[config.mk]
export PLATFORM = sky130hd
export DESIGN_NAME = uart_bus_frame_decoder
export DESIGN_NICKNAME = d
export VERILOG_FILES = /design/src/rtl/uart_bus_frame_decoder.sv
export SDC_FILE = /design/constraint.sdc
export NUM_CORES = 1
export LEC_CHECK = 0
export BUFFER_PORTS_ARGS = -buffer_cell sky130_fd_sc_hd__buf_2
export CAP_MARGIN = 10
export CORE_ASPECT_RATIO = 0.9
export CORE_UTILIZATION = 40
export DETAILED_ROUTE_END_ITERATION = 8
export PLACE_DENSITY = 0.58
export SETUP_SLACK_MARGIN = 0.1
export SYNTH_ARGS = -nofsm -noshare
export SYNTH_HDL_FRONTEND = slang
export SYNTH_SLANG_ARGS = --single-unit
[constraint.sdc]
create_clock -name clk -period 1.8 [get_ports clk]
set_input_delay 0.09 -clock clk [delete_from_list [all_inputs] [get_ports clk]]
set_output_delay 0.09 -clock clk [all_outputs]
set_load 0.02 [all_outputs]
[src/rtl/uart_bus_frame_decoder.sv]
// UART-to-bus bridge: 8N1 byte receiver feeding a frame decoder that turns
// header/address/data byte sequences into a single-entry bus request.
module uart_bus_frame_decoder #(
    parameter int unsigned ADDR_WIDTH            = 16,
    parameter int unsigned DATA_WIDTH            = 8,
    parameter int unsigned UART_CLOCKS_PER_PULSE = 5208,
    parameter int unsigned TIMEOUT_CLKS          = 83328
) (
    input  logic                  clk,
    input  logic                  rstn,
    input  logic                  u_rx,
    output logic                  req_valid,
    input  logic                  req_ready,
    output logic                  req_wr,
    output logic [ADDR_WIDTH-1:0] req_addr,
    output logic [DATA_WIDTH-1:0] req_wdata,
    output logic                  frame_err,
    output logic                  overrun
);

    localparam int unsigned BIT_CNT_W = $clog2(UART_CLOCKS_PER_PULSE + 1);
    localparam int unsigned TO_CNT_W  = $clog2(TIMEOUT_CLKS + 1);

    localparam logic [BIT_CNT_W-1:0] BIT_LAST = BIT_CNT_W'(UART_CLOCKS_PER_PULSE - 1);
    localparam logic [BIT_CNT_W-1:0] BIT_HALF = BIT_CNT_W'(UART_CLOCKS_PER_PULSE / 2);
    localparam logic [TO_CNT_W-1:0]  TO_LAST  = TO_CNT_W'(TIMEOUT_CLKS - 1);
    localparam logic [7:0]           HDR_RD   = 8'hA0;
    localparam logic [7:0]           HDR_WR   = 8'hA1;

    typedef enum logic [1:0] {
        RX_IDLE,
        RX_START,
        RX_DATA,
        RX_STOP
    } rx_state_t;

    typedef enum logic [2:0] {
        FR_HDR,
        FR_AHI,
        FR_ALO,
        FR_DAT,
        FR_OUT
    } fr_state_t;

    // ---------------- serial byte receiver ----------------
    logic                 r_sync1, r_sync2;
    logic [1:0]           r_warm;
    logic                 r_armed;
    rx_state_t            r_rx_state;
    logic [BIT_CNT_W-1:0] r_bit_cnt;
    logic [2:0]           r_bit_idx;
    logic [7:0]           r_shift;
    logic                 r_byte_valid;
    logic                 r_bit_err;

    rx_state_t            w_rx_state_nxt;
    logic [BIT_CNT_W-1:0] w_bit_cnt_nxt;
    logic [2:0]           w_bit_idx_nxt;
    logic [7:0]           w_shift_nxt;
    logic                 w_byte_valid_nxt;
    logic                 w_bit_err_nxt;
    logic                 w_armed_nxt;
    logic                 w_rx;

    assign w_rx = r_sync2;

    // Synchronizer; r_warm marks when r_sync2 reflects a real line sample,
    // so the reset value of the flops cannot arm the receiver.
    always_ff @(posedge clk) begin
        if (!rstn) begin
            r_sync1 <= 1'b1;
            r_sync2 <= 1'b1;
            r_warm  <= 2'b00;
        end else begin
            r_sync1 <= u_rx;
            r_sync2 <= r_sync1;
            r_warm  <= {r_warm[0], 1'b1};
        end
    end

    always_ff @(posedge clk) begin
        if (!rstn) begin
            r_rx_state   <= RX_IDLE;
            r_bit_cnt    <= '0;
            r_bit_idx    <= '0;
            r_shift      <= '0;
            r_byte_valid <= 1'b0;
            r_bit_err    <= 1'b0;
            r_armed      <= 1'b0;
        end else begin
            r_rx_state   <= w_rx_state_nxt;
            r_bit_cnt    <= w_bit_cnt_nxt;
            r_bit_idx    <= w_bit_idx_nxt;
            r_shift      <= w_shift_nxt;
            r_byte_valid <= w_byte_valid_nxt;
            r_bit_err    <= w_bit_err_nxt;
            r_armed      <= w_armed_nxt;
        end
    end

    // Start bits are only accepted once the line has been seen idle high.
    always_comb begin
        w_rx_state_nxt   = r_rx_state;
        w_bit_cnt_nxt    = r_bit_cnt;
        w_bit_idx_nxt    = r_bit_idx;
        w_shift_nxt      = r_shift;
        w_byte_valid_nxt = 1'b0;
        w_bit_err_nxt    = 1'b0;
        w_armed_nxt      = r_armed | (r_warm[1] & w_rx);

        unique case (r_rx_state)
            RX_IDLE: begin
                w_bit_cnt_nxt = '0;
                if (r_armed && !w_rx) begin
                    w_rx_state_nxt = RX_START;
                end
            end
            RX_START: begin
                if (r_bit_cnt == BIT_HALF) begin
                    w_bit_cnt_nxt = '0;
                    w_bit_idx_nxt = '0;
                    w_rx_state_nxt = w_rx ? RX_IDLE : RX_DATA;
                end else begin
                    w_bit_cnt_nxt = BIT_CNT_W'(r_bit_cnt + 1'b1);
                end
            end
            RX_DATA: begin
                if (r_bit_cnt == BIT_LAST) begin
                    w_bit_cnt_nxt = '0;
                    w_shift_nxt   = {w_rx, r_shift[7:1]};
                    w_bit_idx_nxt = 3'(r_bit_idx + 3'd1);
                    if (r_bit_idx == 3'd7) begin
                        w_rx_state_nxt = RX_STOP;
                    end
                end else begin
                    w_bit_cnt_nxt = BIT_CNT_W'(r_bit_cnt + 1'b1);
                end
            end
            RX_STOP: begin
                if (r_bit_cnt == BIT_LAST) begin
                    w_bit_cnt_nxt  = '0;
                    w_rx_state_nxt = RX_IDLE;
                    if (w_rx) begin
                        w_byte_valid_nxt = 1'b1;
                    end else begin
                        w_bit_err_nxt = 1'b1;
                        w_armed_nxt   = 1'b0;
                    end
                end else begin
                    w_bit_cnt_nxt = BIT_CNT_W'(r_bit_cnt + 1'b1);
                end
            end
            default: w_rx_state_nxt = RX_IDLE;
        endcase
    end

    // ---------------- frame decoder and request register ----------------
    fr_state_t             r_fr_state;
    logic [TO_CNT_W-1:0]   r_to_cnt;
    logic                  r_f_wr;
    logic [ADDR_WIDTH-1:0] r_f_addr;
    logic [DATA_WIDTH-1:0] r_f_wdata;
    logic                  r_req_valid;
    logic                  r_req_wr;
    logic [ADDR_WIDTH-1:0] r_req_addr;
    logic [DATA_WIDTH-1:0] r_req_wdata;
    logic                  r_frame_err;
    logic                  r_overrun;

    fr_state_t             w_fr_state_nxt;
    logic [TO_CNT_W-1:0]   w_to_cnt_nxt;
    logic                  w_f_wr_nxt;
    logic [ADDR_WIDTH-1:0] w_f_addr_nxt;
    logic [DATA_WIDTH-1:0] w_f_wdata_nxt;
    logic                  w_req_valid_nxt;
    logic                  w_req_wr_nxt;
    logic [ADDR_WIDTH-1:0] w_req_addr_nxt;
    logic [DATA_WIDTH-1:0] w_req_wdata_nxt;
    logic                  w_frame_err_nxt;
    logic                  w_overrun_nxt;

    always_ff @(posedge clk) begin
        if (!rstn) begin
            r_fr_state  <= FR_HDR;
            r_to_cnt    <= '0;
            r_f_wr      <= 1'b0;
            r_f_addr    <= '0;
            r_f_wdata   <= '0;
            r_req_valid <= 1'b0;
            r_req_wr    <= 1'b0;
            r_req_addr  <= '0;
            r_req_wdata <= '0;
            r_frame_err <= 1'b0;
            r_overrun   <= 1'b0;
        end else begin
            r_fr_state  <= w_fr_state_nxt;
            r_to_cnt    <= w_to_cnt_nxt;
            r_f_wr      <= w_f_wr_nxt;
            r_f_addr    <= w_f_addr_nxt;
            r_f_wdata   <= w_f_wdata_nxt;
            r_req_valid <= w_req_valid_nxt;
            r_req_wr    <= w_req_wr_nxt;
            r_req_addr  <= w_req_addr_nxt;
            r_req_wdata <= w_req_wdata_nxt;
            r_frame_err <= w_frame_err_nxt;
            r_overrun   <= w_overrun_nxt;
        end
    end

    // A byte-level error anywhere aborts the frame; completion loads the
    // request unless one is still pending and not being accepted.
    always_comb begin
        w_fr_state_nxt  = r_fr_state;
        w_to_cnt_nxt    = '0;
        w_f_wr_nxt      = r_f_wr;
        w_f_addr_nxt    = r_f_addr;
        w_f_wdata_nxt   = r_f_wdata;
        w_req_valid_nxt = r_req_valid & ~req_ready;
        w_req_wr_nxt    = r_req_wr;
        w_req_addr_nxt  = r_req_addr;
        w_req_wdata_nxt = r_req_wdata;
        w_frame_err_nxt = r_bit_err;
        w_overrun_nxt   = 1'b0;

        unique case (r_fr_state)
            FR_HDR: begin
                if (r_byte_valid) begin
                    if (r_shift == HDR_RD || r_shift == HDR_WR) begin
                        w_f_wr_nxt     = (r_shift == HDR_WR);
                        w_f_wdata_nxt  = '0;
                        w_fr_state_nxt = FR_AHI;
                    end else begin
                        w_frame_err_nxt = 1'b1;
                    end
                end
            end
            FR_AHI, FR_ALO, FR_DAT: begin
                if (r_bit_err) begin
                    w_fr_state_nxt = FR_HDR;
                end else if (r_byte_valid) begin
                    if (r_fr_state == FR_AHI) begin
                        w_f_addr_nxt[ADDR_WIDTH-1 -: 8] = r_shift;
                        w_fr_state_nxt = FR_ALO;
                    end else if (r_fr_state == FR_ALO) begin
                        w_f_addr_nxt[7:0] = r_shift;
                        w_fr_state_nxt = r_f_wr ? FR_DAT : FR_OUT;
                    end else begin
                        w_f_wdata_nxt  = DATA_WIDTH'(r_shift);
                        w_fr_state_nxt = FR_OUT;
                    end
                end else if (r_to_cnt == TO_LAST) begin
                    w_frame_err_nxt = 1'b1;
                    w_fr_state_nxt  = FR_HDR;
                end else begin
                    w_to_cnt_nxt = TO_CNT_W'(r_to_cnt + 1'b1);
                end
            end
            FR_OUT: begin
                w_fr_state_nxt = FR_HDR;
                if (!r_bit_err) begin
                    if (!r_req_valid || req_ready) begin
                        w_req_valid_nxt = 1'b1;
                        w_req_wr_nxt    = r_f_wr;
                        w_req_addr_nxt  = r_f_addr;
                        w_req_wdata_nxt = r_f_wdata;
                    end else begin
                        w_overrun_nxt = 1'b1;
                    end
                end
            end
            default: w_fr_state_nxt = FR_HDR;
        endcase
    end

    assign req_valid = r_req_valid;
    assign req_wr    = r_req_wr;
    assign req_addr  = r_req_addr;
    assign req_wdata = r_req_wdata;
    assign frame_err = r_frame_err;
    assign overrun   = r_overrun;

endmodule

== Word level (Yosys, flattened, before mapping) ==
Cells that the tools add are included.
Storage, ports and cells
  register bits: 106
  latch bits: 0
  memory bits (writable): 0
  ROM bits: 0
  output and inout bits: 28
  logic and storage cells: 128
  memories kept: 0
Operators by class
  add/subtract/negate cells: 3
  $mul: 0
  div/mod/pow operators: 0
  $lt $le $gt $ge: 0
  equality and inequality tests: 25
  shift-type cells: 0
  multiplexer cells: 45
  bitwise gates (word level): 9
  reduce and logical (&&, ||, !) cells: 23
Operator list (number)
  8-bit two-way mux: 6
  13-bit one-hot mux with 3 select lines: 1
  3-bit two-way mux: 10
  13-bit two-way mux: 2
  2-bit inequality test, second input constant: 11
  17-bit by 1-bit adder with 17-bit output, second input constant: 1
  17-bit equality test, second input constant: 1
  8-bit equality test, second input constant: 2
  8-bit one-hot mux with 2 select lines: 1
  1-bit two-way mux: 15
  3-bit AND reduction: 5
  13-bit by 1-bit adder with 13-bit output, second input constant: 1
  13-bit by 12-bit equality test with 1-bit output, second input constant: 1
  13-bit equality test, second input constant: 1
  2-bit two-way mux: 6
  3-bit one-hot mux with 2 select lines: 2
  5-bit AND reduction: 2
  2-bit one-hot mux with 4 select lines: 1
  7-bit AND reduction: 1
  3-bit by 2-bit equality test with 1-bit output, second input constant: 2
  3-bit equality test, second input constant: 2
  1-bit inverter: 6
  3-bit OR reduction: 2
  5-bit OR reduction: 1
  other kinds (17): 22

== Depth between registers and ports, before layout ==
Gate-level depths: netlist (run 1).
  word-level depth: 6
  mapped depth: 7
  gate-level depth less buffers: 6

== Worst setup path before layout (run 1) ==
OpenSTA, ideal clock, no wires.
  kind: register to register
  start: register r_to_cnt[11]
  end: register r_to_cnt[16]
  library setup time: 0.119 ns
  data arrival time: 1.658 ns
  data required time: 1.681 ns
  setup slack: 0.023 ns
  cell stages (with the launch flop): 7
  buffers on the path: 2
  clock period less this slack: 1.777 ns
  path through: dfxtp_1 -> or4b_1 -> nor4_2 -> or4_1 -> buf_6 -> buf_12 -> nor2_4
Between the ends
  longest elaborated chain between the ends: 2
RTL lines
  start, declared: line 159  | logic [TO_CNT_W-1:0] r_to_cnt;
  start signal, assigned: line 197  | r_to_cnt <= w_to_cnt_nxt;
  parallel branches: the longest is 2 deep, another holds 17-bit by 1-bit adder with 17-bit output
Several ways; the timed one is not identified.
A chain may end at the register's enable or synchronous reset.

== Final worst setup path (run 1) ==
  start: register r_rx_state[0]
  end: register r_shift[5]
Between the ends
  longest elaborated chain between the ends: 2
RTL lines
  start, declared: line 49  | rx_state_t r_rx_state;
  start signal, assigned: line 91  | r_rx_state <= w_rx_state_nxt;
  2-bit equality test: line 111  | unique case (r_rx_state)
  2-bit AND reduction (no line)
  end signal, assigned: line 94  | r_shift <= w_shift_nxt;
  end, declared: line 52  | logic [7:0] r_shift;
Every way passes these cells.

==> results.yml, run 1 <==
status:
  status: "completed"
floorplan:
  die_h_um: 99.72
  coreArea_um2: 10290
  row_count: 35
  die-area_um2: 11030
  start_util_pct: 41.24
  die_x_um: 110.6
  ios: 32
worst_setup_path:
  reg2reg_from: "r_rx_state[0]"
  critPathArrivalTime_ns: 1.94
  worstSetupPathType: "reg -> reg"
  r2r_cells: 4
  crit_required_ns: 2.01
  cp_max_fo: 5
  cp-start-kind: "flip-flop"
  critPathLaunch: "r_rx_state[0]"
  cp-end-kind: "flip-flop"
  r2r_end: "r_shift[5]"
  r2r_slack_ns: 0.07
clock_network:
  clock_sinks: 106
  htreeDepth: 3
  cts_root_buf: "clkbuf_16"
  clkTransAtPathRegs_ns: 0.07
  clk_path_buf_depth: 2
  cts_buffers: 9
  cts_tree: "built"
  clock_latency_ns: 0.34
synthesis:
  ys_seq_elements: 106
  synthMuxAreaShare_pct: 6.132
  syn-cell-area_um2: 4244
  synthArstFlopShare_pct: 0
  synthSimpleGateAreaFrac_pct: 26.44
  ys_seq_area_share_pct: 50.00
  synth_area_leaders: "dfxtp_1, nand2_1, mux2i_1"
  synth_compound_area_share_pct: 7.134
  ys_types: 49
  ys.flop_type: "dfxtp_1"
  netlist.area_leader.share_pct: 50.00
  synth_area_per_cell_um2: 9.307
  synth-edff-count: 0
  ys_warn_count: 0
  synth_largest_area_cell: "dfxtp_1"
  synth_top_family_by_area: "simple AND/OR/NAND/NOR gates"
  synthAdderAreaFrac_pct: 1.474
  synthCells: 456
  synth_fp_nets: 465
  synth_xor_area_share_pct: 5.366
route:
  postRouteAntennaNets: 0
  wl_per_cell_um: 12.96
  wl_met1_mm: 4.322
  drtIter0Drc: 102
  dr_wl_met2_mm: 3.799
  drt_wl_total_mm: 8.478
  drc: 0
  routed.top_layer: "met4"
  via_per_inst: 5.034
  vias: 3292
  wl_met3_um: 240
  dr.pass1.iters: 4
layout:
  drive_gt1_share_pct: 23.81
  syn2layout_area_growth_pct: 24.06
  final_cells: 654
  diodes: 0
  fillers: 942
  seqCellArea_um2: 2133
  nNetsFinal: 529
  multiInputGateArea_um2: 2085
sta:
  maxSlewViolCount: 0
  fin_skew_ns: 0.007056
  maxClockFrequency_mhz: 578.0
  period_needed_ns: 1.730
  finalCritPeriodShare_pct: 96.11
  rsz0062_at_grt: "yes"
  setup_violations: 0
  slew_headroom_pct: 60.78
  tightest_slew_ns: 0.5883
  finalHoldViolCount: 0
global_route:
  grt_overflow: 0
  track_usage_pct: 16.13
  grt_pass1_wl_mm: 14.49
  grt_max_degree: 60
  grt_pass1_vias: 3101
  antenna_found_initial: 0
placement:
  portBuffers: 31
  gp_congestion: 0.8109
  dp_hpwl_mm: 5.670
  dpl.cell_count: 632
power:
  total_power_w: 0.004493
  p_leak_nw: 2.020
  ir_worst_vdd_mv: 0.7014
  power_density_nw_per_um2: 853.4
min_path:
  hold_path_depth: 4
  holdPathEnd: "req_valid"
  holdCritStartpoint: "req_ready"
  hold_path_class: "in -> reg"
job:
  maxCapViolCount: 0
[critical path, cell delays in order (launching register included)]
cell and delay [ns]:
dfxtp_2 0.32, or4b_4 0.53, or4_4 0.50, mux2i_1 0.18, nor2_1 0.06
[logic make-up (layout without fill, tap and decap cells)]
| logic type | after synthesis | after routing |
|---|---|---|
| XOR/XNOR | 26 | 26 |
| flip-flops | 106 | 106 |
| AO/OA/AOI/OAI | 48 | 48 |
| AND/OR/NAND/NOR | 216 | 217 |
| adder cells (fa/ha/maj) | 5 | 5 |
| multiplexers | 26 | 26 |
| buffers and inverters | 29 | 97 |
[cell type report]
cell class | count | share of cell area [%]
Clock buffer | 9 | 4.278
Clock inverter | 7 | 1.877
Inverter | 9 | 0.6416
Multi-Input combinational cell | 322 | 39.59
Sequential cell | 106 | 40.52
Tap cell | 129 | 3.066
Timing Repair Buffer | 72 | 10.03
[worst max path at each step]
stage	end	slack [ns]	cells after the start
global route	r_shift[3]	-0.01	4
floorplan	r_shift[1]	0.07	5
finish	r_shift[5]	0.07	4
global placement	r_bit_idx[1]	0.05	4
CTS	r_shift[5]	0.07	4
detailed placement	r_bit_idx[1]	-0.003	4
[power breakdown]
group / switching [W] / internal (W) / leakage [nW]
sequential: 0.00000387 / 0.00235 / 0.859
clock: 0.000863 / 0.00123 / 0.156
combinational: 0.0000356 / 0.0000140 / 1.01
total: 0.000902 / 0.00359 / 2.02
[registers in the layout, indices dropped and copies added (netlist names), named ones only]
register      flops
req_addr         16
r_bit_err         1
req_wr            1
frame_err         1
overrun           1
r_sync1           1
r_sync2           1
r_f_wr            1
r_f_addr         16
req_valid         1
r_fr_state        3
r_to_cnt         17
r_shift           8
r_bit_idx         3
req_wdata         8
r_rx_state        1
r_f_wdata         8
r_warm            2
r_bit_cnt        13
r_byte_valid      1
r_armed           1
[through the flow]
stage                     area, um2  hold WS, ns  util (%)  setup slack (ns)   TNS (ns)
after detailed placement       4762       0.2809     46.27         -0.003328  -0.003328
after CTS                      5122      0.05495     49.78           0.06593          0
after global placement         4762       0.2758     46.27           0.04540          0
after global routing           5265      0.09342     51.16         -0.009561  -0.009561
after floorplan                4250       0.1177         -           0.07000          0
final                          5265      0.06242     51.16           0.06999          0
[metal layers]
metal  vias to the layer above  GRT usage [%]
met1                      1538          21.97
met3                        13          3.108
li1                       1693              -
met2                        48          25.66
met4                         0          5.538
met5                         -              0
[timing repair]
action | 4_1_cts | 5_1_grt
endpoints found under the setup margin | 25 | 87
gates resized for setup | 3 | 23
setup buffers | 1 | 1
hold endpoints to repair | 1 | 0
cloned | 1 | 2
hold buffers | 1 | 0
pin swaps | 0 | 3
[synthesized netlist by cell type, types with 7 or more instances]
cell and count:
a21oi_1 27, a22o_1 8, clkbuf_1 11, dfxtp_1 106, inv_1 8, mux2i_1 26
nand2_1 70, nand2b_1 8, nand3_1 12, nand4_1 7, nor2_1 56, nor2_4 8
nor3_1 9, nor4_1 8, xnor2_1 18, xor2_1 8
[cell usage in the layout (no fill, tap or decap), types with 3 or more instances in the layout]
cell type,synthesis,layout
xor2_1,8,8
and3_1,5,5
nor2_4,8,8
mux2i_1,26,25
nor4_4,0,3
inv_1,8,8
dfxtp_1,106,99
ha_1,5,4
nor3_1,9,9
buf_12,1,3
o22ai_1,3,3
nand4_1,7,7
or4_4,1,3
buf_2,5,31
clkbuf_16,0,10
nand3_1,12,12
nor2b_1,4,4
nand2_1,70,70
nand4bb_1,3,3
buf_4,0,34
nand2b_1,8,8
nor4_1,8,4
a21oi_1,27,27
nor2_1,56,56
a31oi_1,3,3
a22o_1,8,8
xnor2_1,18,18
nor3b_1,4,4
dfxtp_2,0,6
nor4_2,2,3
(Power assumes the default switching activity.)
==> inputs of run 2 (changes only) <==
--- a/config.mk
+++ b/config.mk
@@ -10,6 +10,7 @@
 export CORE_ASPECT_RATIO = 0.9
 export CORE_UTILIZATION = 40
 export DETAILED_ROUTE_END_ITERATION = 8
+export GPL_TIMING_DRIVEN = 0
 export PLACE_DENSITY = 0.58
 export SETUP_SLACK_MARGIN = 0.1
 export SYNTH_ARGS = -nofsm -noshare
==> constraint.sdc (replaced) <==
create_clock -name clk -period 1.8 [get_ports clk]
set_input_delay 0.18 -clock clk [delete_from_list [all_inputs] [get_ports clk]]
set_output_delay 0.18 -clock clk [all_outputs]
set_load 0.02 [all_outputs]
==> run 2 against run 1 <==
Compared with the run above:
- clock-buffer cell count up 2
- the run now ends with setup timing left
- via count up 0.58%
- cell count up 0.15%
- critical path type unchanged
==> results.yml, run 2 (synthesized netlist as in run 1, its figures left out) <==
placement:
  dp_hpwl_mm: 5.849
  gp_congestion: 0.8211
  portBuffers: 31
  dpl.cell_count: 616
worst_setup_path:
  max_stage_delay_ns: 0.50
  slowest_stage: "or4b_1"
  cp-end-kind: "flip-flop"
  crit_buf_inv: 1
  crit_required_ns: 2.01
  worstSetupPathType: "reg -> reg"
  critPathArrivalTime_ns: 2.04
  cp-start-kind: "flip-flop"
  crit_chain: "or4b_1, or4_4, buf_8, mux2i_2, nor2_1"
  cp_top_family: "simple AND/OR/NAND/NOR gates"
  cp_max_fo: 8
sta:
  fin_skew_ns: 0.007551
  slew_headroom_pct: 61.68
  finalHoldViolCount: 0
  tightest_slew_ns: 0.5748
  finalCritPeriodShare_pct: 101.5
  final.setup.tns_ns: -0.05368
  maxClockFrequency_mhz: 547.2
  maxSlewViolCount: 0
  postLayoutSetupSlackWorst_ns: -0.02737
  rsz0062_at_grt: "yes"
  period_needed_ns: 1.827
  setup_violations: 6
route:
  postRouteAntennaNets: 0
  vias: 3311
  drtIter0Drc: 96
  via_per_inst: 5.055
  wl_per_cell_um: 13.60
  dr.pass1.iters: 4
  drc: 0
  drt_wl_total_mm: 8.908
clock_network:
  cts_buffers: 9
  clock_latency_ns: 0.34
  cts_root_buf: "clkbuf_16"
  clk_path_buf_depth: 2
  clock_sinks: 106
  cts.hold.buffers_added: 0
  cts_tree: "built"
  htreeDepth: 3
  clkTransAtPathRegs_ns: 0.07
floorplan:
  coreArea_um2: 10290
  ios: 32
  die_h_um: 99.72
  die-area_um2: 11030
  start_util_pct: 41.24
  die_x_um: 110.6
  row_count: 35
power:
  power_density_nw_per_um2: 785.6
  power_frac_comb_pct: 1.3
  p_leak_nw: 1.973
  swShare_pct: 20.15
  p_seq_share_pct: 56.0
  total_power_w: 0.004194
  p_sw_w: 0.0008452
  ir_worst_vdd_mv: 0.6657
  p_int_w: 0.003349
  p_clk_share_pct: 42.7
min_path:
  hold_path_class: "in -> reg"
status:
  violations: "setup timing"
  status: "complete, but fails checks"
job:
  maxCapViolCount: 0
global_route:
  track_usage_pct: 16.26
  grt_overflow: 0
  grt_pass1_vias: 2997
  grt_max_degree: 16
  grt_pass1_wl_mm: 14.36
  antenna_found_initial: 0
layout:
  largest_reg_flops: 17
  final_util_pct: 51.88
  drive_gt1_share_pct: 27.19
  syn2layout_area_growth_pct: 25.80
  nNetsFinal: 533
  layout_commonest_cell: "dfxtp_1"
  final_cells: 655
  diodes: 0
  regMostFlops: "r_to_cnt"
  final_cell_mix: "dfxtp_1, nand2_1, nor2_1"
run 2: cell type report:
type                            instances  area [um2]
Fill cell                             949        4952
Multi-Input combinational cell        321        2181
Sequential cell                       106        2157
Timing Repair Buffer                   59       397.9
Clock buffer                           11       252.7
Tap cell                              129       161.4
Buffer                                 18       140.1
Inverter                                9       33.78
Clock inverter                          2       15.01
run 2: worst register-to-register path, delay by kind of cell, from the launching register on:
kind,cells,cell delay (ns)
buffers and inverters,1,0.17
AND/OR/NAND/NOR,3,1.01
multiplexers,1,0.17
flip-flops,1,0.35
run 2: repair_timing:
| item | 4_1_cts | 5_1_grt |
|---|---|---|
| gates cloned | 1 | 1 |
| setup endpoints to repair | 86 | 83 |
| buffers inserted | 14 | 13 |
| pin swaps | 3 | 28 |
| resized for setup | 29 | 52 |
run 2: path summary, 6_finish.rpt:
| kind | endpoint | slack (ns) | cells after the start | start |
|---|---|---|---|---|
| max reg2reg | r_shift[3] | -0.03 | 5 | r_bit_cnt[7] |
| max | r_shift[3] | -0.03 | 5 | r_bit_cnt[7] |
| min reg2reg | r_sync2 | 0.41 | 1 | r_sync1 |
| min | r_sync1 | 0.02 | 2 | u_rx |
run 2: power groups by stage:
stage	clock, W	combinational [W]	sequential, W
after global routing	0.00193	0.0000612	0.00235
after floorplan	0	0.0000317	0.00241
after detailed placement	0	0.0000522	0.00241
after CTS	0.00184	0.0000541	0.00235
after global placement	0	0.0000511	0.00241
final	0.00179	0.0000544	0.00235
run 2: metal layers:
| layer | GRT usage [%] | part of all wire [%] | vias up |
|---|---|---|---|
| met5 | 0 | 0 | - |
| met3 | 4.205 | 2.9 | 4 |
| met1 | 21.83 | 50 | 1584 |
| met4 | 4.615 | 0.40 | 0 |
| li1 | - | - | 1689 |
| met2 | 25.85 | 46 | 34 |
run 2: per-stage QoR:
step           cell area (um2)  worst slack (ns)  hold slack [ns]
2_1_floorplan             4250           0.07000           0.2077
3_3_place_gp              4567           -0.2281           0.3649
6_report                  5339          -0.02737          0.02225
4_1_cts                   5092         -0.006356         0.008913
5_1_grt                   5339           -0.1197          0.03482
3_5_place_dp              4567           -0.2122           0.3673
